<file path="src/rtl/mips_ctrl_pkg.sv">
// Shared constants and types for the EX-stage ALU control and the mul/div unit.
package mips_ctrl_pkg;

  // R-type funct fields
  localparam logic [5:0] FUNCT_SLL   = 6'b000000;
  localparam logic [5:0] FUNCT_SRL   = 6'b000010;
  localparam logic [5:0] FUNCT_SLLV  = 6'b000100;
  localparam logic [5:0] FUNCT_SRLV  = 6'b000110;
  localparam logic [5:0] FUNCT_MFHI  = 6'b010000;
  localparam logic [5:0] FUNCT_MTHI  = 6'b010001;
  localparam logic [5:0] FUNCT_MFLO  = 6'b010010;
  localparam logic [5:0] FUNCT_MTLO  = 6'b010011;
  localparam logic [5:0] FUNCT_MULT  = 6'b011000;
  localparam logic [5:0] FUNCT_MULTU = 6'b011001;
  localparam logic [5:0] FUNCT_DIV   = 6'b011010;
  localparam logic [5:0] FUNCT_DIVU  = 6'b011011;
  localparam logic [5:0] FUNCT_ADD   = 6'b100000;
  localparam logic [5:0] FUNCT_SUB   = 6'b100010;
  localparam logic [5:0] FUNCT_AND   = 6'b100100;
  localparam logic [5:0] FUNCT_OR    = 6'b100101;
  localparam logic [5:0] FUNCT_XOR   = 6'b100110;
  localparam logic [5:0] FUNCT_NOR   = 6'b100111;
  localparam logic [5:0] FUNCT_SLT   = 6'b101010;

  // Immediate-form opcodes
  localparam logic [5:0] OPC_SLTI = 6'b001010;
  localparam logic [5:0] OPC_ANDI = 6'b001100;
  localparam logic [5:0] OPC_ORI  = 6'b001101;
  localparam logic [5:0] OPC_XORI = 6'b001110;

  // Main-control ALUOp classes
  localparam logic [1:0] CTRL_LDST   = 2'b00;
  localparam logic [1:0] CTRL_BRANCH = 2'b01;
  localparam logic [1:0] CTRL_RTYPE  = 2'b10;
  localparam logic [1:0] CTRL_IMM    = 2'b11;

  // ALU operation codes
  localparam logic [3:0] ALU_AND       = 4'b0000;
  localparam logic [3:0] ALU_OR        = 4'b0001;
  localparam logic [3:0] ALU_ADD       = 4'b0010;
  localparam logic [3:0] ALU_SLL       = 4'b0011;
  localparam logic [3:0] ALU_SRL       = 4'b0100;
  localparam logic [3:0] ALU_SLLV      = 4'b0101;
  localparam logic [3:0] ALU_SUB       = 4'b0110;
  localparam logic [3:0] ALU_SLT       = 4'b0111;
  localparam logic [3:0] ALU_SRLV      = 4'b1000;
  localparam logic [3:0] ALU_NOR       = 4'b1100;
  localparam logic [3:0] ALU_XOR       = 4'b1101;
  localparam logic [3:0] ALUOP_ILLEGAL = 4'b1111;

  // EX result mux select
  localparam logic [1:0] HILO_SEL_ALU = 2'b00;
  localparam logic [1:0] HILO_SEL_HI  = 2'b01;
  localparam logic [1:0] HILO_SEL_LO  = 2'b10;

  typedef enum logic [1:0] {
    ST_IDLE = 2'b00,
    ST_MUL  = 2'b01,
    ST_DIV  = 2'b10,
    ST_DONE = 2'b11
  } state_e;

  // Order matches funct[1:0] of MULT/MULTU/DIV/DIVU.
  typedef enum logic [1:0] {
    MD_MULT  = 2'b00,
    MD_MULTU = 2'b01,
    MD_DIV   = 2'b10,
    MD_DIVU  = 2'b11
  } muldiv_op_e;

  function automatic logic is_muldiv_funct(input logic [5:0] funct);
    return (funct == FUNCT_MULT) || (funct == FUNCT_MULTU) ||
           (funct == FUNCT_DIV)  || (funct == FUNCT_DIVU);
  endfunction

endpackage

</file>
<file path="src/rtl/muldiv_iter.sv">
// Iterative multiply/divide datapath: shift-add multiply and restoring divide on
// operand magnitudes, one bit per step, with sign fix-up applied to the final result.
module muldiv_iter
  import mips_ctrl_pkg::*;
#(
  parameter int NBITS   = 32,
  parameter int CNTBITS = 6
) (
  input  logic             clk,
  input  logic             reset,
  input  logic             start,
  input  logic             step,
  input  muldiv_op_e       op,
  input  logic [NBITS-1:0] a,
  input  logic [NBITS-1:0] b,
  output logic             done,
  output logic [NBITS-1:0] res_hi,
  output logic [NBITS-1:0] res_lo
);

  logic [CNTBITS-1:0] cnt;
  logic               is_div;
  logic               neg_hi;
  logic               neg_lo;
  logic [NBITS-1:0]   a_raw;
  logic [NBITS-1:0]   opnd;
  logic [NBITS-1:0]   work_hi;
  logic [NBITS-1:0]   work_lo;

  logic               op_signed;
  logic               op_div;
  logic               a_neg;
  logic               b_neg;
  logic [NBITS-1:0]   mag_a;
  logic [NBITS-1:0]   mag_b;
  logic [NBITS:0]     mul_sum;
  logic [NBITS:0]     div_shift;
  logic [NBITS-1:0]   div_diff;
  logic               div_ok;
  logic               div_zero;
  logic               last;
  logic [NBITS-1:0]   nxt_hi;
  logic [NBITS-1:0]   nxt_lo;
  logic [2*NBITS-1:0] prod;

  assign op_signed = (op == MD_MULT) || (op == MD_DIV);
  assign op_div    = (op == MD_DIV)  || (op == MD_DIVU);
  assign a_neg     = op_signed & a[NBITS-1];
  assign b_neg     = op_signed & b[NBITS-1];

  // The magnitude of -2^(NBITS-1) is 2^(NBITS-1), which fits as an unsigned
  // NBITS-bit value; the accumulate/compare paths below carry the extra bit.
  assign mag_a = a_neg ? -a : a;
  assign mag_b = b_neg ? -b : b;

  // Operand latch on start, then one iteration per step until done.
  always_ff @(posedge clk) begin
    if (reset) begin
      cnt     <= '0;
      is_div  <= 1'b0;
      neg_hi  <= 1'b0;
      neg_lo  <= 1'b0;
      a_raw   <= '0;
      opnd    <= '0;
      work_hi <= '0;
      work_lo <= '0;
    end else if (start) begin
      cnt     <= '0;
      is_div  <= op_div;
      neg_hi  <= op_div ? a_neg : (a_neg ^ b_neg);
      neg_lo  <= a_neg ^ b_neg;
      a_raw   <= a;
      opnd    <= op_div ? mag_b : mag_a;
      work_hi <= '0;
      work_lo <= op_div ? mag_a : mag_b;
    end else if (step && !div_zero) begin
      work_hi <= nxt_hi;
      work_lo <= nxt_lo;
      cnt     <= cnt + CNTBITS'(1);
    end
  end

  // One iteration: multiply shifts the low word right through the accumulator,
  // divide shifts the dividend left into the partial remainder.
  always_comb begin
    mul_sum   = {1'b0, work_hi} + (work_lo[0] ? {1'b0, opnd} : '0);
    div_shift = {work_hi, work_lo[NBITS-1]};
    div_ok    = div_shift >= {1'b0, opnd};
    div_diff  = div_shift[NBITS-1:0] - opnd;
    if (is_div) begin
      nxt_hi = div_ok ? div_diff : div_shift[NBITS-1:0];
      nxt_lo = {work_lo[NBITS-2:0], div_ok};
    end else begin
      nxt_hi = mul_sum[NBITS:1];
      nxt_lo = {mul_sum[0], work_lo[NBITS-1:1]};
    end
  end

  assign div_zero = is_div && (opnd == '0);
  assign last     = cnt == CNTBITS'(NBITS - 1);
  assign done     = step && (div_zero || last);
  assign prod     = neg_hi ? -{nxt_hi, nxt_lo} : {nxt_hi, nxt_lo};

  // Final result including sign fix-up; only consumed on the done cycle.
  always_comb begin
    res_hi = prod[2*NBITS-1:NBITS];
    res_lo = prod[NBITS-1:0];
    if (div_zero) begin
      res_hi = a_raw;
      res_lo = '1;
    end else if (is_div) begin
      res_hi = neg_hi ? -nxt_hi : nxt_hi;
      res_lo = neg_lo ? -nxt_lo : nxt_lo;
    end
  end

endmodule

</file>
<file path="src/rtl/control_alu_muldiv.sv">
// EX-stage ALU control: opcode/funct decode, multi-cycle MULT/DIV sequencing with
// HI/LO registers, MFxx/MTxx handling and pipeline stall generation.
//
//  state   | meaning
//  --------+-----------------------------------------------------------
//  IDLE    | no mul/div in flight; decode, MFxx and MTxx active
//  MUL     | shift-add multiply iterating, pipeline stalled
//  DIV     | restoring divide iterating (or div-by-zero), pipeline stalled
//  DONE    | result in HI/LO, stall released, held MULT/DIV is ignored
module control_alu_muldiv
  import mips_ctrl_pkg::*;
#(
  parameter int NBITS        = 32,
  parameter int ANBITS       = 6,
  parameter int NBITSCONTROL = 2,
  parameter int ALUOP        = 4,
  parameter int CNTBITS      = 6
) (
  input  logic                    i_clk,
  input  logic                    i_reset,
  input  logic                    i_Valid,
  input  logic [ANBITS-1:0]       i_Funct,
  input  logic [ANBITS-1:0]       i_Opcode,
  input  logic [NBITSCONTROL-1:0] i_ALUOp,
  input  logic [NBITS-1:0]        i_RegA,
  input  logic [NBITS-1:0]        i_RegB,
  output logic [ALUOP-1:0]        o_ALUOp,
  output logic [1:0]              o_HILOSel,
  output logic [NBITS-1:0]        o_HILO,
  output logic                    o_Stall,
  output logic                    o_Busy
);

  state_e           state;
  state_e           state_nxt;
  logic [NBITS-1:0] hi;
  logic [NBITS-1:0] lo;
  logic [3:0]       alu_op;
  logic             rtype;
  logic             start;
  logic             md_start;
  logic             md_step;
  logic             md_done;
  muldiv_op_e       md_op;
  logic [NBITS-1:0] md_hi;
  logic [NBITS-1:0] md_lo;

  assign rtype    = i_ALUOp == CTRL_RTYPE;
  assign start    = i_Valid && rtype && is_muldiv_funct(i_Funct);
  assign md_op    = muldiv_op_e'(i_Funct[1:0]);
  assign md_start = (state == ST_IDLE) && start;
  assign md_step  = (state == ST_MUL) || (state == ST_DIV);

  // ALU operation decode; mul/div and HI/LO moves produce the illegal code.
  always_comb begin
    alu_op = ALUOP_ILLEGAL;
    case (i_ALUOp)
      CTRL_LDST:   alu_op = ALU_ADD;
      CTRL_BRANCH: alu_op = ALU_SUB;
      CTRL_RTYPE: begin
        case (i_Funct)
          FUNCT_ADD:  alu_op = ALU_ADD;
          FUNCT_SUB:  alu_op = ALU_SUB;
          FUNCT_AND:  alu_op = ALU_AND;
          FUNCT_OR:   alu_op = ALU_OR;
          FUNCT_NOR:  alu_op = ALU_NOR;
          FUNCT_XOR:  alu_op = ALU_XOR;
          FUNCT_SLT:  alu_op = ALU_SLT;
          FUNCT_SLL:  alu_op = ALU_SLL;
          FUNCT_SRL:  alu_op = ALU_SRL;
          FUNCT_SLLV: alu_op = ALU_SLLV;
          FUNCT_SRLV: alu_op = ALU_SRLV;
          default:    alu_op = ALUOP_ILLEGAL;
        endcase
      end
      CTRL_IMM: begin
        case (i_Opcode)
          OPC_SLTI: alu_op = ALU_SLT;
          OPC_ANDI: alu_op = ALU_AND;
          OPC_ORI:  alu_op = ALU_OR;
          OPC_XORI: alu_op = ALU_XOR;
          default:  alu_op = ALUOP_ILLEGAL;
        endcase
      end
      default: alu_op = ALUOP_ILLEGAL;
    endcase
  end

  assign o_ALUOp = alu_op;

  // State register.
  always_ff @(posedge i_clk) begin
    if (i_reset) state <= ST_IDLE;
    else         state <= state_nxt;
  end

  // Next state, stall/busy and HI/LO read mux.
  always_comb begin
    state_nxt = state;
    o_Stall   = 1'b0;
    o_Busy    = 1'b0;
    o_HILOSel = HILO_SEL_ALU;
    o_HILO    = '0;
    case (state)
      ST_IDLE: begin
        if (start) begin
          o_Stall   = 1'b1;
          state_nxt = ((md_op == MD_DIV) || (md_op == MD_DIVU)) ? ST_DIV : ST_MUL;
        end
      end
      ST_MUL, ST_DIV: begin
        o_Stall = 1'b1;
        o_Busy  = 1'b1;
        if (md_done) state_nxt = ST_DONE;
      end
      ST_DONE: state_nxt = ST_IDLE;
      default: state_nxt = ST_IDLE;
    endcase
    if (((state == ST_IDLE) || (state == ST_DONE)) && rtype) begin
      if (i_Funct == FUNCT_MFHI) begin
        o_HILOSel = HILO_SEL_HI;
        o_HILO    = hi;
      end else if (i_Funct == FUNCT_MFLO) begin
        o_HILOSel = HILO_SEL_LO;
        o_HILO    = lo;
      end
    end
  end

  // HI/LO: written by the mul/div result, or by MTHI/MTLO while idle.
  always_ff @(posedge i_clk) begin
    if (i_reset) begin
      hi <= '0;
      lo <= '0;
    end else if (md_done) begin
      hi <= md_hi;
      lo <= md_lo;
    end else if ((state == ST_IDLE) && i_Valid && rtype) begin
      if (i_Funct == FUNCT_MTHI) hi <= i_RegA;
      if (i_Funct == FUNCT_MTLO) lo <= i_RegA;
    end
  end

  muldiv_iter #(
    .NBITS   (NBITS),
    .CNTBITS (CNTBITS)
  ) u_muldiv (
    .clk    (i_clk),
    .reset  (i_reset),
    .start  (md_start),
    .step   (md_step),
    .op     (md_op),
    .a      (i_RegA),
    .b      (i_RegB),
    .done   (md_done),
    .res_hi (md_hi),
    .res_lo (md_lo)
  );

endmodule

</file>
<file path="config.mk">
export PLATFORM = sky130hd
export DESIGN_NAME = control_alu_muldiv
export DESIGN_NICKNAME = d
export VERILOG_FILES = /design/src/rtl/mips_ctrl_pkg.sv /design/src/rtl/muldiv_iter.sv /design/src/rtl/control_alu_muldiv.sv
export SDC_FILE = /design/constraint.sdc
export NUM_CORES = 1
export LEC_CHECK = 0
export CORE_ASPECT_RATIO = 1.4
export CORE_MARGIN = 2
export CORE_UTILIZATION = 25
export DETAILED_ROUTE_END_ITERATION = 12
export PLACE_DENSITY_LB_ADDON = 0.08
export SETUP_SLACK_MARGIN = 0.15
export SLEW_MARGIN = 40
export SYNTH_ARGS = -nofsm -noshare
export SYNTH_HDL_FRONTEND = slang
export SYNTH_SLANG_ARGS = --single-unit
</file>
<file path="constraint.sdc">
create_clock -name i_clk -period 5.25 [get_ports i_clk]
set_input_delay 0.7875 -clock i_clk [delete_from_list [all_inputs] [get_ports i_clk]]
set_output_delay 0.7875 -clock i_clk [all_outputs]
set_load 0.05 [all_outputs]
</file>
Yosys cells after proc, flatten, opt, wreduce, memory -nomap -nowiden
Index checks and enable logic that the tools add are counted.

word-level totals
  register bits = 203
  input bits = 81
  output and inout port bits = 40
  logic and storage cells = 128

cells by class
  add/subtract/negate cells = 8
  $lt $le $gt $ge = 1
  equality and inequality tests = 33
  muxes and demuxes = 40
  bitwise operators = 3
  reduce and logical (&&, ||, !) cells = 32

operator list
  kind                 count
  $mux 32              25
  $neg 32->32          4
  $mux 64              1
  $neg 64->64          1
  $eq 6x5->1 const B   9
  $pmux 4 s11          1
  $eq 6x6->1 const B   7
  $add 32x33->33       1
  $ge 33x32->1         1
  $logic_not 32->1     1
  $pmux 4 s4           2
  $sub 32x32->32       1
  $eq 6x4->1 const B   4
  $eq 2x2->1 const B   6
  $eq 6x3->1 const B   2
  $mux 2               6
  $logic_and 1x1->1    9
  $logic_or 1x1->1     8
  $reduce_bool 2->1    4
  $add 6x1->6 const B  1
  $eq 6x2->1 const B   1
  $logic_not 2->1      3
  $logic_not 6->1      1
  $pmux 2 s3           1
  other kinds (9)      17

Logic depth before layout (Yosys ltp)
Gate-level depths: netlist (run 1).

  depth in word-level cells = 8
  mapped depth = 23
  depth with buffers taken out = 21

Cells and area by module
A second synthesis (run 1) with hierarchy kept.

second synthesis, totals
  cells, all modules = 2,563
  area, all modules = 18,720.5 um^2

by module, submodules not included
  module              times used  cells each  area each (um^2)  seq. area each (um^2)
  muldiv_iter         1           2,062       14,570.2          2,742.6
  control_alu_muldiv  1           501         4,150.2           1,321.3

Least setup slack after synthesis (run 1)
Ideal clock, no wire load.

  kind = register to register
  start point = register u_muldiv.is_div
  end point = register hi[30]
  library setup time = 0.137 ns
  arrival = 5.017 ns
  required time = 5.113 ns
  path slack = 0.096 ns
  stages on the path, launching flop included = 20
  path buffers = 7
  clock period less this slack = 5.154 ns
  cells stage by stage = dfxtp_1 > buf_2 > buf_2 > buf_2 > buf_1 > buf_1 > clkbuf_1 > buf_1 > mux2i_1 > ha_1 > o21ai_1 > nand2b_1 > nor2_1 > a41o_1 > nand4_2 > or3_4 > or4_4 > o31ai_1 > xor2_1 > a31oi_1

on the way
  cells in the longest elaborated chain, start to end = 6
  elaborated cells between the ends (all ways) = 15
  classes of those cells = add/sub: 2; mux: 7; reduce/logical: 6

ends and longest elaborated chain
  what                                        RTL line                                RTL
  start, declared                             muldiv_iter.sv:22                       logic is_div;
  start signal, assigned                      muldiv_iter.sv:69                       is_div <= op_div;
  $mux 32                                     muldiv_iter.sv:90                       if (is_div) begin
  $neg 64->64 or $neg 32->32 (tied branches)  muldiv_iter.sv:102, muldiv_iter.sv:112
  $mux 64 or $mux 32 (tied branches)          muldiv_iter.sv:102, muldiv_iter.sv:112
  $mux 32                                     muldiv_iter.sv:111                      end else if (is_div) begin
  $mux 32                                     muldiv_iter.sv:108                      if (div_zero) begin
  $mux 32                                     control_alu_muldiv.sv:135               end else if (md_done) begin
  end signal, assigned                        control_alu_muldiv.sv:136               hi <= md_hi;
  end signal, assigned                        control_alu_muldiv.sv:139               if (i_Funct == FUNCT_MTHI) hi <= i_RegA;
  end, declared                               control_alu_muldiv.sv:36                logic [NBITS-1:0] hi;

Parallel ways exist; a longest one is shown, timed or not.
A chain may end at the register's enable or synchronous reset.

Final worst setup path (run 1)
  start point = register u_muldiv.work_lo[0]
  end point = register hi[31]

on the way
  cells in the longest elaborated chain, start to end = 8
  elaborated cells between the ends (all ways) = 11
  classes of those cells = add/sub: 3; mux: 8

ends and longest elaborated chain
  what                                        RTL line                                RTL
  start, declared                             muldiv_iter.sv:28                       logic [NBITS-1:0] work_lo;
  start signal, assigned                      muldiv_iter.sv:75                       work_lo <= op_div ? mag_a : mag_b;
  start signal, assigned                      muldiv_iter.sv:78                       work_lo <= nxt_lo;
  $mux 32                                     muldiv_iter.sv:86                       mul_sum = {1'b0, work_hi} + (work_lo[0] ? {1'b0, opnd} : '0);
  $add 32x33->33                              muldiv_iter.sv:86
  $mux 32                                     muldiv_iter.sv:90
  $neg 64->64 or $neg 32->32 (tied branches)  muldiv_iter.sv:102, muldiv_iter.sv:112
  $mux 64 or $mux 32 (tied branches)          muldiv_iter.sv:102, muldiv_iter.sv:112
  $mux 32 (*)                                 muldiv_iter.sv:111
  $mux 32 (*)                                 muldiv_iter.sv:108
  $mux 32 (*)                                 control_alu_muldiv.sv:135

Mark *: on every way between the ends. The rest lies on a longest branch, timed or not.

==> results.tsv, run 1 <==
metric	value	unit
Syn. warnings	0	
Hold Crit Class	reg2reg	
CTS clk-pin slew, worst paths	0.06	ns
Clock Skew	0.0302	ns
Inserted Diodes	0	
DRT iter0 DRCs	1414	
Worst path top cell family by delay	compound AO/OA/AOI/OAI gates	
Slew @ Worst Pin	0.900	ns
Die Ht	324	um
deepest clock path buffer count	3	
Top FF cell, synth	dfxtp_1	
Placer Congestion	0.916	
sequential share of the synthesized area	22.2	%
layout cell share with drive strength beyond 1	10.1	%
Via Count	19900	
Syn Nets	2746	
status	finished, final reports clean	
initial antenna violation count	0	
Die W	233	um
list of most frequent post-synthesis cells	nand2_1 (441), a21oi_1 (265), nor2_1 (233), dfxtp_1 (203), clkbuf_1 (162)	
# IOs	121	
hold_ws	0.449	ns
Fin. Hold Viols	0	
mean number of vias per cell	5.43	
Critical Path Most Common Cell	a21o_1	
Yosys cell types	95	
die area	75300	um2
first drt pass iteration count	5	
Root Driver	clkbuf_16	
CTS Hold Bufs	0	
Psw	4.56	mW
VDD IR max	0.000365	V
startpoint types	flop	
Critical Path Slowest Stage Cell	or4_1	
Pins Over Slew Limit	0	
CP endpoint kind	flop	
crit path cell chain	and2_1 -> ha_1 -> inv_1 -> fa_1 -> nand2b_1 -> a21o_1 -> a31o_2 -> a2111oi_4 -> buf_4 -> o2111ai_1 -> a21o_1 -> a21o_1 -> a211oi_1 -> nand4b_1 -> or4_1 -> o21ai_1 -> buf_4 -> a21o_1	
combinational share of power	60.0	%
H-tree depth	1	
Post-Syn Instances	2592	
Synth async-reset ratio	0	%
Reg power frac	19.4	%
Post-route DRC	0	
pin count of the biggest net entering global routing	127	
GRT Overall Usage	23.3	%
Setup violations, final	0	
CTS tree	built	
required time worst endpoint	5.78	ns
synth top area cells	dfxtp_1 (22%), nand2_1 (9.1%), a21oi_1 (7.3%)	
fin crit share	94.9	%
final wirelength	89.9	mm
unrepaired setup endpoints after global routing	false	
most frequent cell after synthesis	nand2_1	
LEAKAGE	8.07	nW
worst path bufs/invs	3	
IO Port Bufs	120	
post-synth top area cell	dfxtp_1	
kind of critical path	reg2reg	
starting density of the core	25.2	%
# rows	117	
Final Critical Period	4.98	ns
Sw Share	49.3	%
crit path DAT	5.51	ns
post-route antenna net violation count	0	
dpl hpwl	68.7	mm
Clock Latency Late Sink	0.59	ns
MaxCap Viol Count	0	
Clk pwr share	20.5	%
EDFF count, synth	0	
synthesized cell area	18300	um2
top cell type's share of synthesized area	22.2	%
first-pass GRT wire length	132	mm
vias in the first global route	19500	
Post-Syn Area per Cell	7.05	um2
CP max FO	7	
routed len/inst	24.5	um
relative slew slack	39.8	%
CTS sink cnt	203	
Seq cells post-synth	203	
pwr dens	418	nW/um2
setup tns final	0	ns
synth-to-layout area growth	21.2	%
maximum clock rate	0.201	GHz
clock buffer count from CTS	26	
nets	2850	
total global routing overflow	0	
Placeable Area	72600	um2
internal power	4.69	mW
slowest stage delay, CP	0.56	ns
## power groups by stage
| stage | Clock (mW) | Combinational, mW | Sequential [mW] |
|---|---|---|---|
| floorplan | 0 | 3.44 | 1.75 |
| detailed placement | 0 | 5.51 | 1.83 |
| CTS | 1.95 | 5.54 | 1.79 |
| global placement | 0 | 5.55 | 1.83 |
| finish | 1.90 | 5.56 | 1.80 |
| global route | 2.01 | 5.95 | 1.81 |
## worst reg2reg max path, cell delays in order, from the launching register on
cell	delay, ns
dfxtp_2	0.44
and2_1	0.16
ha_1	0.25
inv_1	0.09
fa_1	0.41
nand2b_1	0.19
a21o_1	0.22
a31o_2	0.36
a2111oi_4	0.39
buf_4	0.19
o2111ai_1	0.15
a21o_1	0.19
a21o_1	0.18
a211oi_1	0.35
nand4b_1	0.26
or4_1	0.56
o21ai_1	0.28
buf_4	0.17
a21o_1	0.10
## through the flow
step | utilization [%] | power (mW) | instance area [um2] | setup WS, ns | cells
floorplan | - | 5.19 | 18300 | 0.207 | 2592
global placement | 29.1 | 7.38 | 21100 | -0.164 | 3617
detailed placement | 29.2 | 7.34 | 21200 | -0.193 | 3619
CTS | 30.4 | 9.28 | 22100 | 0.134 | 3664
global route | 30.5 | 9.77 | 22100 | 0.174 | 3665
finish | 30.5 | 9.26 | 22100 | 0.267 | 3665
## per-layer routing
| layer | track usage, % | wire length, um |
|---|---|---|
| met5 | 0 | 0 |
| met2 | 42.6 | 45400 |
| met4 | 8.39 | 3570 |
| met1 | 28.5 | 37400 |
| met3 | 1.62 | 3480 |
## cell families (layout without fill, tap and decap cells)
kind of cell / count (synthesis) / after routing / synth area share [%]
AO/OA/AOI/OAI: 784 / 784 / 28.9
multiplexers: 101 / 101 / 5.59
adder cells (fa/ha/maj): 73 / 73 / 5.08
buffers and inverters: 265 / 386 / 5.61
XOR/XNOR: 157 / 157 / 7.52
flip-flops: 203 / 203 / 22.2
AND/OR/NAND/NOR: 1009 / 1009 / 25.1
## placed cells by master, fill, tap and decap left out, drive strengths merged, types with 34 or more instances in the layout
master,netlist,layout
nor3,89,89
inv,69,70
a311oi,34,34
clkdlybuf4s50,0,115
dfxtp,203,203
nand3,39,39
a211oi,36,36
buf,34,157
nor2,234,234
xor2,75,75
and2,45,45
xnor2,82,82
o211ai,79,79
mux2i,93,93
clkbuf,162,39
ha,71,71
o21ai,114,114
a21oi,268,268
nand2,443,443
## repair_timing
item	4_1_cts	5_1_grt
pin swaps	0	3
setup buffers	0	1
endpoints found under the setup margin	7	12
hold endpoints to repair	0	0
gates resized for setup	5	12
## path summary, 6_finish.rpt
| check | end | cells past startpoint | start | slack (ns) |
|---|---|---|---|---|
| max | hi[31] | 18 | u_muldiv.work_lo[0] | 0.27 |
| min | u_muldiv.a_raw[2] | 2 | u_muldiv.a_raw[2] | 0.45 |
| max reg2reg | hi[31] | 18 | u_muldiv.work_lo[0] | 0.27 |
| min reg2reg | u_muldiv.a_raw[2] | 2 | u_muldiv.a_raw[2] | 0.45 |
## area by class of cell
type                    count  area, um2
fillers                  8033      50500
repair buffers            272       2400
flip-flops and latches    203       4070
clock inverters             6       81.3
well taps                 952       1190
multi-input cells        2124      13400
inverters                  69        259
clock buffers              39        771
## flip-flops by register name, indices dropped and copies added (netlist names)
name              count
u_muldiv.work_lo     32
u_muldiv.cnt          6
lo                   32
hi                   32
u_muldiv.neg_lo       1
u_muldiv.neg_hi       1
u_muldiv.opnd        32
state                 2
u_muldiv.is_div       1
u_muldiv.work_hi     32
u_muldiv.a_raw       32
(Power assumes the default switching activity.)
==> inputs of run 2 (changes only) <==
--- a/config.mk
+++ b/config.mk
@@ -8,6 +8,7 @@
 export CORE_ASPECT_RATIO = 1.4
 export CORE_MARGIN = 2
 export CORE_UTILIZATION = 25
+export CTS_BUF_LIST = sky130_fd_sc_hd__clkbuf_4
 export DETAILED_ROUTE_END_ITERATION = 12
 export PLACE_DENSITY_LB_ADDON = 0.08
 export SETUP_SLACK_MARGIN = 0.15
==> run 2 against run 1 <==
  * Non-clock buffer count did not move
  * First-iteration DRC count fell by 3.3%
  * Global-route usage rose by 0.39 points
  * Die area did not move
  * Largest power group unchanged
==> results.tsv, run 2 (same netlist as run 1, synthesis figures left out) <==
metric	value	unit	change
# IOs	121		unchanged
required time worst endpoint	6.04	ns	was 5.78 ns
CTS clk-pin slew, worst paths	0.08	ns	was 0.06 ns
Core Util, Final	30.4	%	was 30.5%
first drt pass iteration count	5		unchanged
Via Count	20200		was 19900
initial antenna violation count	2		was 0
mean number of vias per cell	5.40		was 5.43
Placer Congestion	0.916		unchanged
Clock Latency Late Sink	0.86	ns	was 0.59 ns
post-route antenna net violation count	0		unchanged
final wirelength	90.5	mm	was 89.9 mm
MaxCap Viol Count	0		unchanged
CP max FO	7		unchanged
fin crit share	95.2	%	was 94.9%
Slew @ Worst Pin	0.883	ns	was 0.900 ns
Worst R2R Path Depth	18		unchanged
Fin. Hold Viols	0		unchanged
vias in the first global route	19900		was 19500
layout cell share with drive strength beyond 1	12.1	%	was 10.1%
Hold Crit Class	in2reg		was reg2reg
deepest clock path buffer count	3		unchanged
Setup violations, final	0		unchanged
synth-to-layout area growth	20.9	%	was 21.2%
R2R Path Start	u_muldiv.work_lo[0]		unchanged
CTS sink cnt	203		unchanged
GRT Overall Usage	23.7	%	was 23.3%
IO Port Bufs	120		unchanged
CTS tree	built		unchanged
Placeable Area	72600	um2	unchanged
dpl hpwl	68.7	mm	unchanged
commonest non-fill, non-tap cell in the layout	nand2_1		unchanged
pin count of the biggest net entering global routing	127		unchanged
Die W	233	um	unchanged
Pins Over Slew Limit	0		unchanged
crit path DAT	5.79	ns	was 5.51 ns
# rows	117		unchanged
pwr dens	413	nW/um2	was 418 nW/um2
status	finished, final reports clean		unchanged
die area	75300	um2	unchanged
crit path from	u_muldiv.work_lo[0]		unchanged
relative slew slack	41.0	%	was 39.8%
hold_ws	0.367	ns	was 0.449 ns
Reg2Reg Setup Slack	0.25	ns	was 0.27 ns
H-tree depth	3		was 1
kind of critical path	reg2reg		unchanged
worst r2r dst	hi[31]		unchanged
highest-count cells in the layout ignoring fill and taps	nand2_1 (441), a21oi_1 (264), nor2_1 (229)		was nand2_1 (441), a21oi_1 (263), nor2_1 (229)
DRT iter0 DRCs	1367		was 1414
CP endpoint kind	flop		unchanged
Final Critical Period	5.00	ns	was 4.98 ns
first-pass GRT wire length	133	mm	was 132 mm
CTS Hold Bufs	0		unchanged
Root Driver	clkbuf_4		was clkbuf_16
VDD IR max	0.000299	V	was 0.000365 V
maximum clock rate	0.200	GHz	was 0.201 GHz
critical path capture point	hi[31]		unchanged
unrepaired setup endpoints after global routing	false		unchanged
Post-route DRC	0		unchanged
number of fill cells	8098		was 8033
LEAKAGE	8.14	nW	was 8.07 nW
startpoint types	flop		unchanged
starting density of the core	25.2	%	unchanged
nets	2892		was 2850
Die Ht	324	um	unchanged
routed len/inst	24.2	um	was 24.5 um
total global routing overflow	0		unchanged
clock buffer count from CTS	68		was 26
Clock Skew	0.0664	ns	was 0.0302 ns
-- run 2: changes by cell type in the layout (fill, tap and decap cells not counted), sizes merged --
cell / previous run / this run
diode: 0 / 3
inv: 70 / 73
bufinv: 2 / 1
clkinv: 3 / 15
clkbuf: 39 / 97
-- run 2: cell type report --
type	instances	area [um2]	share of cell area (%)
diodes	3	7.51	0.0340
repair buffers	272	2400	10.9
flip-flops and latches	203	4070	18.4
clock inverters	20	101	0.458
well taps	952	1190	5.39
inverters	69	259	1.17
multi-input cells	2124	13300	60.4
clock buffers	97	728	3.29
-- run 2: per-layer routing --
layer / vias up / global-route usage [%] / share of wire [%]
met3: 131 / 2.55 / 4.1
met2: 558 / 42.8 / 51
met1: 9814 / 28.4 / 41
met5: - / 0 / 0
met4: 0 / 9.71 / 3.9
li1: 9697 / - / -
-- run 2: per-stage QoR --
| step | instances | power [mW] | area, um2 | setup slack, ns | setup TNS [ns] |
|---|---|---|---|---|---|
| after floorplan | 2592 | 5.19 | 18300 | 0.207 | 0 |
| after global placement | 3617 | 7.38 | 21100 | -0.164 | -0.164 |
| after detailed placement | 3619 | 7.34 | 21200 | -0.193 | -0.193 |
| after CTS | 3736 | 9.18 | 22100 | 0.152 | 0 |
| after global routing | 3740 | 9.69 | 22100 | 0.151 | 0 |
| final | 3740 | 9.13 | 22100 | 0.252 | 0 |
-- run 2: report_power, final --
part	total [mW]	switching (mW)	internal [mW]	leakage, nW
combinational	5.56	3.62	1.94	6.00
clock	1.77	0.875	0.892	0.501
sequential	1.80	0.152	1.65	1.64
-- run 2: worst min-delay path by stage --
stage	from	slack (ns)	to	cells past startpoint
3_5_place_dp	u_muldiv.a_raw[2]	0.45	u_muldiv.a_raw[2]	2
2_1_floorplan	u_muldiv.a_raw[11]	0.43	u_muldiv.a_raw[11]	2
5_1_grt	i_reset	0.32	u_muldiv.work_lo[31]	2
4_1_cts	i_reset	0.30	u_muldiv.opnd[28]	2
6_report	i_reset	0.37	u_muldiv.opnd[17]	2
3_3_place_gp	u_muldiv.a_raw[28]	0.44	u_muldiv.a_raw[28]	2
-- run 2: timing repair --
| action | 4_1_cts | 5_1_grt |
|---|---|---|
| resized for setup | 5 | 8 |
| pin swaps | 0 | 2 |
| cloned | 0 | 0 |
| endpoints found under the setup margin | 7 | 11 |
| setup buffers | 0 | 1 |
-- run 2: critical path, stage by stage (launching register included) --
cell	delay (ns)
dfxtp_2	0.44
and2_1	0.16
ha_1	0.26
inv_1	0.09
fa_1	0.41
nand2b_1	0.19
a21o_1	0.22
a31o_2	0.35
a2111oi_2	0.45
buf_4	0.20
o2111ai_1	0.14
a21o_1	0.19
a21o_1	0.18
a211oi_1	0.34
nand4b_1	0.26
or4_1	0.56
o21ai_1	0.29
buf_4	0.16
a21o_1	0.10
==> inputs of run 3 (changes only) <==
--- a/config.mk
+++ b/config.mk
@@ -6,11 +6,10 @@
 export NUM_CORES = 1
 export LEC_CHECK = 0
 export CORE_ASPECT_RATIO = 1.4
-export CORE_MARGIN = 2
 export CORE_UTILIZATION = 25
 export CTS_BUF_LIST = sky130_fd_sc_hd__clkbuf_4
 export DETAILED_ROUTE_END_ITERATION = 12
-export PLACE_DENSITY_LB_ADDON = 0.08
+export PLACE_DENSITY = 0.53
 export SETUP_SLACK_MARGIN = 0.15
 export SLEW_MARGIN = 40
 export SYNTH_ARGS = -nofsm -noshare
==> run 3 against run 2 <==
  * Via count fell by 0.51%
  * Die area shrank 1.5%
  * Register-to-register slack improved by 0.18 ns
  * Critical path type unchanged
  * Sequential share of layout area is 0.45 points higher
  * Clock power fell by 16%
  * Combinational power shrank 3%
  * First-iteration DRC count rose by 8.0%
==> results.tsv, run 3 (same netlist as run 1, synthesis figures left out) <==
metric	value	unit	change
synth-to-layout area growth	18.1	%	was 20.9%
startpoint types	flop		unchanged
Hold Crit Class	in2reg		unchanged
unrepaired setup endpoints after global routing	true		was false
fin cells	3672		was 3740
MaxCap Viol Count	0		unchanged
Die Ht	322	um	was 324 um
starting density of the core	25.4	%	was 25.2%
relative slew slack	35.1	%	was 41.0%
H-tree depth	2		was 3
LEAKAGE	7.81	nW	was 8.14 nW
maximum clock rate	0.208	GHz	was 0.200 GHz
R2R Path Start	u_muldiv.opnd[11]		was u_muldiv.work_lo[0]
deepest clock path buffer count	3		unchanged
hold depth	2		unchanged
VDD IR max	0.000238	V	was 0.000299 V
CP endpoint kind	flop		unchanged
nets	2835		was 2892
die area	74200	um2	was 75300 um2
CTS tree	built		unchanged
GRT Overall Usage	21.7	%	was 23.7%
Fin. Hold Viols	0		unchanged
crit path DAT	5.51	ns	was 5.79 ns
post-route antenna net violation count	0		unchanged
dpl cells	3563		was 3619
CP max FO	10		was 7
required time worst endpoint	5.94	ns	was 6.04 ns
Worst R2R Path Depth	20		was 18
worst r2r dst	hi[30]		was hi[31]
highest-count cells in the layout ignoring fill and taps	nand2_1 (438), a21oi_1 (264), nor2_1 (229)		was nand2_1 (441), a21oi_1 (264), nor2_1 (229)
IO Port Bufs	120		unchanged
crit path cell chain	inv_1 -> ha_1 -> nand2_1 -> o21ai_1 -> a22o_1 -> o31ai_4 -> nand2_2 -> nand2_2 -> a21boi_2 -> ha_1 -> o21ai_1 -> nand2b_1 -> nor2_2 -> a41o_1 -> nand4_2 -> or3_4 -> or4_4 -> o31ai_1 -> xor2_1 -> a31oi_1		was and2_1 -> ha_1 -> inv_1 -> fa_1 -> nand2b_1 -> a21o_1 -> a31o_2 -> a2111oi_2 -> buf_4 -> o2111ai_1 -> a21o_1 -> a21o_1 -> a211oi_1 -> nand4b_1 -> or4_1 -> o21ai_1 -> buf_4 -> a21o_1
HP Start	i_reset		unchanged
routed len/inst	22.2	um	was 24.2 um
Placer Congestion	0.963		was 0.916
first-pass GRT wire length	124	mm	was 133 mm
Die W	231	um	was 233 um
DRT iter0 DRCs	1477		was 1367
Setup violations, final	0		unchanged
worst setup margin	0.436	ns	was 0.252 ns
pin count of the biggest net entering global routing	105		was 127
Endpoint, Worst Hold	hi[14]		was u_muldiv.opnd[17]
pwr dens	403	nW/um2	was 413 nW/um2
Pins Over Slew Limit	0		unchanged
clock buffer count from CTS	58		was 68
first drt pass iteration count	7		was 5
vias in the first global route	20000		was 19900
final wirelength	81.4	mm	was 90.5 mm
Power, Total	8.69	mW	was 9.13 mW
worst path bufs/invs	1		was 3
# rows	116		was 117
Worst path top cell family by delay	simple AND/OR/NAND/NOR gates		was compound AO/OA/AOI/OAI gates
Placeable Area	71800	um2	was 72600 um2
Final Critical Period	4.81	ns	was 5.00 ns
kind of critical path	reg2reg		unchanged
mean number of vias per cell	5.47		was 5.40
dpl hpwl	61.6	mm	was 68.7 mm
Clock Latency Late Sink	0.83	ns	was 0.86 ns
CTS sink cnt	203		unchanged
Critical Path Slowest Stage Cell	or4_4		was or4_1
total global routing overflow	0		unchanged
Via Count	20100		was 20200
setup tns final	0	ns	unchanged
CTS clk-pin slew, worst paths	0.08	ns	about the same
# IOs	121		unchanged
Clock Skew	0.0562	ns	was 0.0664 ns
status	finished, final reports clean		unchanged
fin crit share	91.7	%	was 95.2%
Root Driver	clkbuf_4		unchanged
dpl ws	0.131	ns	was -0.193 ns
Post-route DRC	0		unchanged
slowest stage delay, CP	0.51	ns	was 0.56 ns
initial antenna violation count	5		was 2
Reg2Reg Setup Slack	0.44	ns	was 0.25 ns
layout cell share with drive strength beyond 1	10.1	%	was 12.1%
Slew @ Worst Pin	0.970	ns	was 0.883 ns
commonest non-fill, non-tap cell in the layout	nand2_1		unchanged
==> run 3: cell types whose count changed in the layout (fill, tap and decap cells not counted), moves of 3 or more <==
cell      delta
buf_4       -46
clkbuf_4    -19
ha_1         -6
ha_2         +6
clkinv_2     +4
inv_2        -3
nand2_1      -3
nand2_2      +3
nor3_1       +3
==> run 3: routing by layer <==
metal	GRT usage (%)	vias up	share of wire (%)
li1	-	9590	-
met1	23.9	9632	39
met2	38.0	640	49
met3	3.01	234	4.8
met4	15.6	0	7.7
met5	0	-	0
==> run 3: what timing repair did <==
item | CTS | global route
setup endpoints to repair | 3 | 9
pin swaps | 0 | 3
hold buffers | 0 | 0
buffers inserted | 0 | 2
resized for setup | 1 | 19
==> run 3: worst max path at each step <==
stage	end	startpoint	cells after the start	slack [ns]
CTS	hi[27]	u_muldiv.work_lo[0]	17	0.24
detailed placement	hi[27]	u_muldiv.work_lo[0]	17	0.13
global placement	hi[27]	u_muldiv.work_lo[0]	17	0.14
finish	hi[30]	u_muldiv.opnd[11]	20	0.44
floorplan	hi[30]	u_muldiv.opnd[10]	22	0.21
global route	hi[26]	u_muldiv.opnd[11]	20	0.10
==> run 3: worst reg2reg max path: cells and delay by family (launching register included) <==
family / cells / cell delay, ns
flops: 1 / 0.37
xor+xnor: 1 / 0.17
fa+ha+maj: 2 / 0.60
simple gates: 8 / 1.90
buf+inv: 1 / 0.06
compound gates: 8 / 1.61
==> run 3: layout make-up <==
type	count	area, um2
Antenna cell	5	12.5
Clock buffer	78	586
Clock inverter	24	104
Fill cell	7928	50300
Inverter	69	259
Multi-Input combinational cell	2124	13300
Sequential cell	203	4070
Tap cell	944	1180
Timing Repair Buffer	225	2050
==> run 3: through the flow <==
stage / instance area (um2) / utilization (%) / hold WS [ns]
after global placement: 20700 / 28.8 / 0.439
after floorplan: 18300 / - / 0.432
after detailed placement: 20800 / 29.0 / 0.444
after CTS: 21500 / 29.9 / 0.352
final: 21600 / 30.0 / 0.393
after global routing: 21600 / 30.0 / 0.409
==> run 3: power by group <==
part	switching [mW]	total (mW)	internal, mW
clock network	0.803	1.49	0.689
registers	0.162	1.81	1.65
logic	3.45	5.39	1.94
total	4.41	8.69	4.28
==> variant 1, RTL diff (settings of run 2) <==
Set the parameter `NBITSCONTROL` to 4 (it was 2).
--- a/src/rtl/control_alu_muldiv.sv
+++ b/src/rtl/control_alu_muldiv.sv
@@ -12,7 +12,7 @@
 #(
   parameter int NBITS        = 32,
   parameter int ANBITS       = 6,
-  parameter int NBITSCONTROL = 2,
+  parameter int NBITSCONTROL = 4,
   parameter int ALUOP        = 4,
   parameter int CNTBITS      = 6
 ) (
Interface: changed (resized i_ALUOp); port bits go from 121 to 123. No check against the original RTL was run, so the function may have changed too.
==> variant 1 against run 2 <==
Clock power is 15% lower; synthesized cell count hardly changed; routed wire length is 3.0% higher; total power is 9.2% lower; sequential cell count stayed put; setup slack better by 0.11 ns; sequential share of layout area is 0.41 points higher; count of clock-buffer cells in the layout is 16 lower; final area is 2.2% lower; synthesized area is 0.46% lower; worst hold slack worse by 0.050 ns; non-clock buffer count is 17 lower; largest cell class unchanged; largest power group unchanged.
==> variant 1: results (changes against run 2) <==
GRT
  – Initial antenna violation count: 4 (+2)
  – Largest net degree at the start of global routing: 87 (-31%)
  – Number of global-route vias before repair: 19939 (+0.30%)
  – GRT Overall Usage: 0.245 (+0.00738)

Critical path
  – Crit path max-delay cell type: xor2_1
  – CP arrival: 5.68 ns (-0.11 ns)
  – Critical R2R Launch: u_muldiv.opnd[19]
  – Slowest stage delay, CP: 0.46 ns (-0.10 ns)
  – Crit-path max FO: 23 (+16)
  – R2R Setup Slk: 0.37 ns (+0.11 ns)
  – RR Endpoint: hi[23]
  – R2R depth: 16 (-2)

Placement
  – RD Place Congestion: 0.934 (+1.9%)

Synth
  – XOR/XNOR share of the synthesized area: 0.0751 (-0.000135)
  – Compound-cell area share of the yosys netlist: 0.309 (+0.0198)
  – Register area share after synthesis: 0.223 (+0.00102)
  – Post-synth net total: 2750 (+0.15%)
  – Top post-synthesis cells by area: dfxtp_1 (22%), nand2_1 (9.3%), a21oi_1 (7.5%)
  – Top cells by count, synth: nand2_1 (451), a21oi_1 (271), nor2_1 (204), dfxtp_1 (203), clkbuf_1 (164)
  – Mux cell area share after synthesis: 0.0261 (-0.0297)
  – Post-Synth Adder-Cell Area: 0.0510 (+0.000234)

Die
  – Die area: 0.0750 mm^2 (-0.45%)

Worst hold path
  – Hold path endpoint: u_muldiv.a_raw[25]

Finish
  – Clock buf count: 81 (-16%)
  – Non-clk invs: 77 (+12%)
  – Comb_multi_in: 2111 (-0.61%)
  – Clock-cell share: 0.0304 (-0.00714)
  – Non-clock buffer count: 255 (-6.3%)
  – Buffer share of cell area: 0.104 (-0.00449)
  – # fillers: 8087 (-0.14%)

Power
  – Comb power: 4.86 mW (-13%)
  – VDD IR-drop max: 0.254 mV (-15%)
  – Sequential power: 1.92 mW (+7%)

Routing
  – DR pass1 iterations: 6 (+1)
  – Detail-routed via count per cell: 5.50 (+1.9%)
  – WL final: 93.2 mm (+3.0%)
  – Initial DRC count: 1449 (+6.0%)

Timing
  – Clock skew: 0.0819 ns (+0.0155 ns)
  – Worst hold slack: 0.316 ns (-0.0503 ns)

Outcome
  – Status: complete, no violations

Clocking
  – Clk pin slew, worst setup/hold paths: 0.06 ns (-0.02 ns)
  – Worst-skew pair later-pin latency: 0.89 ns (+0.03 ns)
  – Inserted Clock Buffers: 60 (-12%)
## variant 1: cell types whose count changed after synthesis, sizes merged, moves of 11 or more
cell | run 2 | this run
mux2i | 93 | 43
nor3 | 89 | 53
nand3 | 39 | 70
a311o | 18 | 2
nand2 | 443 | 454
a22o | 4 | 34
nor2 | 234 | 205
a211oi | 36 | 48
o211ai | 79 | 103
## variant 1: metrics by stage
step	std cells	worst slack (ns)	utilization	cell area [um^2]
after floorplan	2594	0.975	-	18200
after global placement	3598	0.379	0.289	20900
after detailed placement	3598	0.367	0.289	20900
after CTS	3691	0.286	0.298	21600
after global routing	3693	0.103	0.299	21600
final	3694	0.367	0.299	21600
## variant 1: per-layer routing
metal / up-vias / GRT usage / wire length, um
li1: 9654 / - / -
met2: 765 / 0.432 / 45900
met1: 9746 / 0.294 / 37700
met5: - / 0 / 0
met4: 0 / 0.117 / 4820
met3: 162 / 0.0269 / 4800
==> variant 2, RTL diff (config.mk and constraints of run 2) <==
Without the edit above. Compare `cnt` against `CNTBITS'(NBITS - 1)` with >= in place of ==.
--- a/src/rtl/muldiv_iter.sv
+++ b/src/rtl/muldiv_iter.sv
@@ -97,7 +97,7 @@
   end
 
   assign div_zero = is_div && (opnd == '0);
-  assign last     = cnt == CNTBITS'(NBITS - 1);
+  assign last     = cnt >= CNTBITS'(NBITS - 1);
   assign done     = step && (div_zero || last);
   assign prod     = neg_hi ? -{nxt_hi, nxt_lo} : {nxt_hi, nxt_lo};
 
Check against the original RTL: no difference found for any inputs over 4 cycles, from zero or initial values and one cycle with i_reset high; that may be too few to reach the edited logic, so the function may still have changed.
==> variant 2 against run 2 <==
Setup slack better by 0.086 ns; synthesized area fell by 0.42%; final area grew 0.19%; routed wire length grew 5.6%; critical path depth down 3; total power fell by 24%; fmax increased by 1.7%; sequential cell count stayed put.
==> variant 2: results (changes against run 2) <==
GRT
  – First-pass GRT wire length: 138 mm (+3.3%)
  – Largest net degree at the start of global routing: 94 (-26%)
  – Initial antenna violation count: 4 (+2)
  – GRT Overall Usage: 0.249 (+0.0119)
  – Number of global-route vias before repair: 20269 (+2.0%)

Finish
  – Nets: 2815 (-2.7%)
  – Share of layout cells above drive strength 1: 0.128 (+0.00777)
  – # fillers: 7965 (-1.6%)

Outcome
  – Status: complete, no violations

Synth
  – Register area share after synthesis: 0.223 (+0.000932)
  – Post-synth cell types: 97 (+2.1%)
  – Synth Flop Type: dfxtp_1
  – Top cells by count, synth: nand2_1 (406), a21oi_1 (229), nor2_1 (213), dfxtp_1 (203), clkbuf_1 (154)
  – Top post-synthesis cells by area: dfxtp_1 (22%), nand2_1 (8.4%), a21oi_1 (6.3%)
  – Asr flop ratio synth: 0 (unchanged)
  – Syn. warnings: 0 (unchanged)
  – Post-synth net total: 2679 (-2.4%)

Critical path
  – Critical R2R Launch: u_muldiv.opnd[0]
  – CP arrival: 5.68 ns (-0.11 ns)
  – Crit-path max FO: 5 (-2)
  – Slowest stage delay, CP: 0.48 ns (-0.08 ns)
  – R2R Setup Slk: 0.34 ns (+0.09 ns)
  – R2R depth: 15 (-3)
  – Crit path max-delay cell type: dfxtp_1

Power
  – VDD IR-drop max: 0.212 mV (-29%)
  – Lkg Pwr: 8.16 nW (+0.22%)

Worst hold path
  – Hold path endpoint: u_muldiv.work_lo[25]

Routing
  – DR WL/cell: 26.1 um (+7.7%)
  – WL met2: 49.6 mm (+8.3%)
  – Met3 WL post-DR: 4.00 mm (+7.3%)
  – Initial DRC count: 1286 (-5.9%)
  – Detail-routed via count per cell: 5.54 (+2.6%)
  – Top sig layer: met4
  – DR pass1 iterations: 5 (unchanged)
  – Metal-1 WL: 35.6 mm (-4.7%)

Placement
  – # port buffers: 120 (unchanged)
  – Post-DP HPWL: 72.7 mm (+5.8%)
  – Pre-CTS setup slack: -0.00993 ns (+0.183 ns)
  – RD Place Congestion: 0.970 (+5.9%)
  – DP Area: 0.0212 mm^2 (+0.18%)

Clocking
  – Inserted Clock Buffers: 61 (-10%)
  – H-Tree Depth: 2 (-1)
  – Worst-skew pair later-pin latency: 0.92 ns (+0.06 ns)

Timing
  – FMAX: 204 MHz (+1.7%)
  – Clock skew: 0.0422 ns (-0.0242 ns)
  – Worst hold slack: 0.357 ns (-0.0103 ns)
  – Tightest Pin Transition: 1.01 ns (+0.126 ns)
[variant 2: changes by cell type after synthesis, sizes merged, moves of 15 or more]
cell	run 2	this run
a221oi	23	60
a21oi	268	232
nand2	443	407
a22o	4	33
nor2	234	214
a311oi	34	17
a211oi	36	52
nor3	89	74
[variant 2: routing by layer]
layer  vias up  global-route usage
met2       651               0.466
met3       211              0.0291
met5         -                   0
met4         0               0.148
li1       9530                   -
met1      9920               0.266
[variant 2: worst max-delay path: cells and delay by family, from the launching register on]
kind / cells / cell delay [ns]
buf+inv: 1 / 0.05
compound gates: 7 / 2.29
mux: 1 / 0.24
fa+ha+maj: 2 / 0.67
xor+xnor: 1 / 0.21
flops: 1 / 0.48
simple gates: 3 / 0.85
[variant 2: metrics by stage]
step           std cells  total power, mW
6_report            3666             6.89
5_1_grt             3664             7.25
4_1_cts             3659             6.88
3_5_place_dp        3546             5.16
3_3_place_gp        3545             5.16
2_1_floorplan       2524             3.85
[variant 2: timing repair]
item | 4_1_cts | 5_1_grt
setup endpoints to repair | 6 | 21
endpoints found under the hold margin | 0 | 0
resized for setup | 2 | 17
buffers inserted | 0 | 3
pin swaps | 0 | 6
[variant 2: final cells by class]
cell class / instances / area (um^2) / area share
multi-input cells: 2056 / 13200 / 0.597
repair buffers: 277 / 2650 / 0.120
clock inverters: 25 / 124 / 0.00559
clock buffers: 88 / 661 / 0.0298
flip-flops and latches: 203 / 4070 / 0.184
inverters: 61 / 229 / 0.0103
diodes: 4 / 10.0 / 0.000452
well taps: 952 / 1190 / 0.0538
[variant 2: report_power, final]
group | switching [mW] | leakage, nW | total (mW) | internal (mW)
Combinational | 2.17 | 6.05 | 3.39 | 1.21
Clock | 0.884 | 0.464 | 1.70 | 0.816
Sequential | 0.174 | 1.64 | 1.81 | 1.63
[variant 2: kinds of logic after synthesis]
| kind of cell | share of synthesized area |
|---|---|
| xor gates and xnor gates | 0.0823 |
| DFF | 0.223 |
| AOI/OAI and AO/OA | 0.294 |
| and+or+nand+nor | 0.241 |
| muxes | 0.0481 |
| adders and majority gates | 0.0517 |
| buffers and inverters | 0.0593 |
[variant 2: worst max path at each step]
stage              to           startpoint  cells past startpoint
2_1_floorplan  hi[18]      u_muldiv.is_div                     21
3_3_place_gp   hi[30]  u_muldiv.work_lo[0]                     17
3_5_place_dp   hi[30]  u_muldiv.work_lo[0]                     17
4_1_cts        hi[18]    u_muldiv.opnd[24]                     20
5_1_grt        hi[31]     u_muldiv.opnd[0]                     15
6_report       hi[31]     u_muldiv.opnd[0]                     15
